==> config.mk <==
export PLATFORM = sky130hd
export DESIGN_NAME = alu_cmd_sequencer
export DESIGN_NICKNAME = d
export VERILOG_FILES = /design/src/rtl/alu_cmd_sequencer.sv
export SDC_FILE = /design/constraint.sdc
export NUM_CORES = 1
export LEC_CHECK = 0
export CAP_MARGIN = 20
export CELL_PAD_IN_SITES_DETAIL_PLACEMENT = 2
export CELL_PAD_IN_SITES_GLOBAL_PLACEMENT = 2
export CORE_MARGIN = 8
export CORE_UTILIZATION = 24
export CTS_CLUSTER_SIZE = 40
export DETAILED_ROUTE_END_ITERATION = 6
export GPL_TIMING_DRIVEN = 0
export PLACE_DENSITY_LB_ADDON = 0.1
export SLEW_MARGIN = 20
export SYNTH_ARGS = -nofsm -noshare
export SYNTH_HDL_FRONTEND = slang
export SYNTH_SLANG_ARGS = --single-unit
==> constraint.sdc <==
create_clock -name clk -period 3.5 [get_ports clk]
set_input_delay 1.05 -clock clk [delete_from_list [all_inputs] [get_ports clk]]
set_output_delay 1.05 -clock clk [all_outputs]
set_load 0.05 [all_outputs]
==> src/rtl/alu_cmd_sequencer.sv <==
// alu_cmd_sequencer
// Command stage in front of the 4-bit combinational ALU. It takes one
// operation at a time, drives registered operands onto the ALU, then captures
// the opcode-selected result into an output register. The result is presented
// downstream as a back-pressurable stream with error and zero flags.
//
// Handshake semantics (both ports): a transfer happens on a rising clock edge
// where valid and ready are both high. A valid, once raised, stays high and its
// payload stays stable until that transfer edge. cmd_ready and res_valid are
// decoded from the state register only, so neither depends combinationally on
// cmd_valid or res_ready.
module alu_cmd_sequencer #(
   parameter int CNT_W = 8
) (
   input  logic             clk,
   input  logic             rst_n,
   // command stream
   input  logic             cmd_valid,
   output logic             cmd_ready,
   input  logic [3:0]       cmd_op,
   input  logic [3:0]       cmd_a,
   input  logic [3:0]       cmd_b,
   // ALU operand drive
   output logic [3:0]       alu_a,
   output logic [3:0]       alu_b,
   // ALU results
   input  logic [7:0]       alu_sum,
   input  logic [7:0]       alu_diff,
   input  logic [7:0]       alu_prod,
   input  logic [7:0]       alu_quot,
   input  logic [3:0]       alu_and,
   input  logic [3:0]       alu_or,
   input  logic [3:0]       alu_xor,
   input  logic [3:0]       alu_nota,
   input  logic [3:0]       alu_notb,
   // result stream
   output logic             res_valid,
   input  logic             res_ready,
   output logic [7:0]       res_data,
   output logic [3:0]       res_op,
   output logic             res_err,
   output logic             res_zero,
   output logic [CNT_W-1:0] done_cnt,
   // FSM state for observation
   output logic [1:0]       dbg_state
);

   typedef enum logic [1:0] {
      S_IDLE = 2'd0,
      S_EXEC = 2'd1,
      S_DONE = 2'd2
   } state_t;

   localparam logic [3:0] OP_ADD  = 4'd0;
   localparam logic [3:0] OP_SUB  = 4'd1;
   localparam logic [3:0] OP_MUL  = 4'd2;
   localparam logic [3:0] OP_DIV  = 4'd3;
   localparam logic [3:0] OP_AND  = 4'd4;
   localparam logic [3:0] OP_OR   = 4'd5;
   localparam logic [3:0] OP_XOR  = 4'd6;
   localparam logic [3:0] OP_NOTA = 4'd7;
   localparam logic [3:0] OP_NOTB = 4'd8;

   state_t     state;
   logic [3:0] op_q;
   logic [7:0] sel_data;
   logic       sel_err;

   // Pick the ALU output for the latched opcode; the ALU's own divide-by-zero
   // flag is not used, the check is made on the registered B operand.
   always_comb begin
      sel_data = 8'h00;
      sel_err  = 1'b0;
      case (op_q)
         OP_ADD:  sel_data = alu_sum;
         OP_SUB:  sel_data = alu_diff;
         OP_MUL:  sel_data = alu_prod;
         OP_DIV: begin
            if (alu_b == 4'd0) begin
               sel_data = 8'hFF;
               sel_err  = 1'b1;
            end else begin
               sel_data = alu_quot;
            end
         end
         OP_AND:  sel_data = {4'h0, alu_and};
         OP_OR:   sel_data = {4'h0, alu_or};
         OP_XOR:  sel_data = {4'h0, alu_xor};
         OP_NOTA: sel_data = {4'h0, alu_nota};
         OP_NOTB: sel_data = {4'h0, alu_notb};
         default: begin
            sel_data = 8'h00;
            sel_err  = 1'b1;
         end
      endcase
   end

   // Sequencer FSM: accept in IDLE, let the ALU settle for one EXEC cycle,
   // hold the captured result in DONE until downstream takes it.
   always_ff @(posedge clk or negedge rst_n) begin
      if (!rst_n) begin
         state    <= S_IDLE;
         op_q     <= 4'd0;
         alu_a    <= 4'd0;
         alu_b    <= 4'd0;
         res_data <= 8'h00;
         res_op   <= 4'd0;
         res_err  <= 1'b0;
         res_zero <= 1'b0;
         done_cnt <= '0;
      end else begin
         case (state)
            S_IDLE: begin
               if (cmd_valid) begin
                  alu_a <= cmd_a;
                  alu_b <= cmd_b;
                  op_q  <= cmd_op;
                  state <= S_EXEC;
               end
            end
            S_EXEC: begin
               res_data <= sel_data;
               res_op   <= op_q;
               res_err  <= sel_err;
               res_zero <= (sel_data == 8'h00);
               state    <= S_DONE;
            end
            S_DONE: begin
               if (res_ready) begin
                  done_cnt <= done_cnt + CNT_W'(1);
                  state    <= S_IDLE;
               end
            end
            default: state <= S_IDLE;
         endcase
      end
   end

   assign cmd_ready = (state == S_IDLE);
   assign res_valid = (state == S_DONE);
   assign dbg_state = state;

endmodule

==> insert_results.sql <==
INSERT INTO impl_metrics (metric_group, metric, value, unit) VALUES
('placement', 'place_area', '3140', 'um2'),
('yosys', 'synth.distinct_cells', '47', ''),
('timing', 'grt_setup_unrepaired', 'no', ''),
('finish', 'layout_common_cells', 'sky130_fd_sc_hd__clkdlybuf4s50_1, sky130_fd_sc_hd__dfrtp_1, sky130_fd_sc_hd__o21ai_0', ''),
('yosys', 'postSynth.asyncResetShare', '100', '%'),
('worst_setup_path', 'cpLargestDelayFamily', 'buffers and inverters', ''),
('worst_setup_path', 'path_max_fanout', '4', ''),
('cts', 'cts_buffers', '5', ''),
('timing', 'max_freq', '359', 'MHz'),
('cts', 'clk_root_buffer_cell', 'sky130_fd_sc_hd__clkbuf_8', ''),
('timing', 'setup_tns', '0', 'ns'),
('floorplan', 'core_area', '8090', 'um2'),
('grt', 'grt_start_max_net_pins', '29', ''),
('worst_setup_path', 'worstReg2RegStart', 'op_q[1]', ''),
('grt', 'vias_in_the_first_global_route', '2260', ''),
('hold_path', 'worstHoldStart', 'done_cnt[7]', ''),
('placement', 'placement.io_buffers', '101', ''),
('yosys', 'sequential_share_of_the_synthesized_area', '45.5', '%'),
('yosys', 'ys_warn_count', '0', ''),
('worst_setup_path', 'critPathSlowestCell', 'sky130_fd_sc_hd__clkdlybuf4s50_1', ''),
('placement', 'place.detailed.hpwl', '6210', 'um'),
('status', 'run_status', 'finished clean', ''),
('timing', 'finalCriticalPeriod', '2.79', 'ns'),
('routing', 'vias', '1933', ''),
('floorplan', 'die_height', '107', 'um'),
('power', 'powerDensity', '954', 'nW/um2'),
('worst_setup_path', 'slowest_delay', '0.80', 'ns'),
('hold_path', 'hold_path.class', 'flop to flop', ''),
('yosys', 'number_of_synthesized_register_bits', '36', ''),
('floorplan', 'die-width', '107', 'um'),
('timing', 'layout_setup_ws', '0.715', 'ns'),
('worst_setup_path', 'crit_path_class', 'flop to primary output', ''),
('timing', 'period_share', '79.6', '%'),
('finish', 'synthToLayoutAreaGrowth', '64.1', '%'),
('cts', 'post_cts.resized_instances', '0', ''),
('timing', 'timing.clock.skew', '0.00401', 'ns'),
('worst_setup_path', 'start_kind', 'flop', ''),
('flow_run', 'cap_viol_max_count', '0', ''),
('floorplan', 'dieArea', '11400', 'um2'),
('routing', 'drc', '0', ''),
('timing', 'maxSlewHeadroom', '33.4', '%'),
('routing', 'drtAntennaViolNets', '0', ''),
('finish', 'final_common_cell', 'sky130_fd_sc_hd__clkdlybuf4s50_1', ''),
('floorplan', 'rows', '33', ''),
('grt', 'grt.overflow.total', '0', ''),
('placement', 'dpl_worst_slack', '0.609', 'ns'),
('placement', 'placedCellCount', '396', ''),
('cts', 'ctsHoldBuffers', '0', ''),
('grt', 'grt_use_total', '13.9', '%'),
('power', 'ir_drop', '624', 'uV'),
('grt', 'antenna_found_initial', '0', ''),
('finish', 'stdcell_area', '3250', 'um2'),
('yosys', 'syn_std_cell_area', '1980', 'um2'),
('cts', 'clock_path_buffers', '2', ''),
('routing', 'drtIter0Drc', '37', ''),
('grt', 'global_route_wire_length_before_repair', '12600', 'um'),
('floorplan', 'design.portCount', '102', ''),
('cts', 'clock_insertion_delay_worst_skew', '0.29', 'ns'),
('timing', 'timing_hold_violations_final', '0', ''),
('worst_setup_path', 'critPathRequiredTime', '2.45', 'ns'),
('finish', 'fin_cells', '404', ''),
('cts', 'setup_bufs_post_cts', '0', ''),
('floorplan', 'start_util', '24.4', '%'),
('cts', 'tritoncts_clock_tree', 'built', ''),
('routing', 'wire_per_inst', '19.3', 'um'),
('finish', 'utilization_of_the_core_after_routing', '40.1', '%'),
('yosys', 'mappedNetlistNets', '258', ''),
('timing', 'setup_violations', '0', ''),
('worst_setup_path', 'critical_path_arrival', '1.74', 'ns'),
('routing', 'finalWirelength', '7800', 'um'),
('yosys', 'synthesis.instances', '189', '');
==> logic make-up after synthesis <==
kind of cell	after synthesis	synth area share, %
buf+inv	20	5.50
flops	36	45.5
simple gates	54	16.2
fa+ha+maj	1	0.632
compound gates	44	14.4
xor+xnor	7	3.10
mux	27	14.6
==> report_power, final <==
group	internal, mW	total (mW)	switching [mW]
combinational	0.757	2.00	1.24
clock	0.211	0.367	0.156
sequential	0.594	0.733	0.138
==> Yosys cell counts (3+ instances only) <==
cell type | instances | area (um2)
sky130_fd_sc_hd__nor2_1 | 8 | 30.0
sky130_fd_sc_hd__nand2b_1 | 3 | 18.8
sky130_fd_sc_hd__buf_2 | 3 | 15.0
sky130_fd_sc_hd__o22ai_1 | 3 | 18.8
sky130_fd_sc_hd__o21ai_0 | 16 | 80.1
sky130_fd_sc_hd__nand3b_1 | 3 | 22.5
sky130_fd_sc_hd__dfrtp_1 | 36 | 901
sky130_fd_sc_hd__xnor2_1 | 5 | 43.8
sky130_fd_sc_hd__nand2_1 | 13 | 48.8
sky130_fd_sc_hd__nor3_1 | 3 | 15.0
sky130_fd_sc_hd__a21oi_1 | 6 | 30.0
sky130_fd_sc_hd__mux2_2 | 15 | 169
sky130_fd_sc_hd__a22o_1 | 4 | 35.0
sky130_fd_sc_hd__and2_1 | 3 | 18.8
sky130_fd_sc_hd__inv_1 | 5 | 18.8
sky130_fd_sc_hd__clkbuf_1 | 6 | 22.5
sky130_fd_sc_hd__nand3_1 | 5 | 25.0
sky130_fd_sc_hd__mux2i_1 | 12 | 120
sky130_fd_sc_hd__buf_4 | 4 | 30.0
==> sequential cells by signal, indices dropped and copies added (netlist names) <==
name       cells
op_q           4
res_err        1
res_data       8
dbg_state      2
res_op         4
done_cnt       8
alu_a          4
alu_b          4
res_zero       1
==> per-stage QoR <==
step	hold WS, ns	power, mW
after detailed placement	0.470	2.77
final	0.470	3.10
after global routing	0.494	3.30
after global placement	0.464	2.74
after floorplan	0.672	2.04
after CTS	0.480	3.16
==> layer usage <==
layer,up-vias,track usage (%),wire length [um]
met5,-,0,0
met1,949,17.0,3540
li1,910,-,-
met4,0,4.22,92
met2,68,23.1,3680
met3,6,4.08,491
==> final cells by class <==
| type | count | area [um2] |
|---|---|---|
| clock inverters | 3 | 42.5 |
| fillers | 904 | 4850 |
| multi-input cells | 133 | 968 |
| flip-flops and latches | 36 | 901 |
| well taps | 105 | 131 |
| clock buffers | 5 | 68.8 |
| inverters | 5 | 18.8 |
| plain buffers | 15 | 90.1 |
| repair buffers | 102 | 1030 |
==> final timing paths <==
check,cells after the start,end,slack [ns]
max in group asynchronous,2,dbg_state[0],2.46
min in group asynchronous,1,alu_b[0],0.61
max reg2reg,7,res_zero,1.11
min reg2reg,1,done_cnt[7],0.47
min,1,done_cnt[7],0.47
max,3,res_valid,0.71
==> worst register-to-register path: cells and delay by family (launching register included) <==
family	cells	cell delay [ns]
and+or+nand+nor	2	1.08
buffers and inverters	1	0.17
AOI/OAI and AO/OA	4	0.68
DFF	1	0.35
Power figures use the tool's default switching activity.
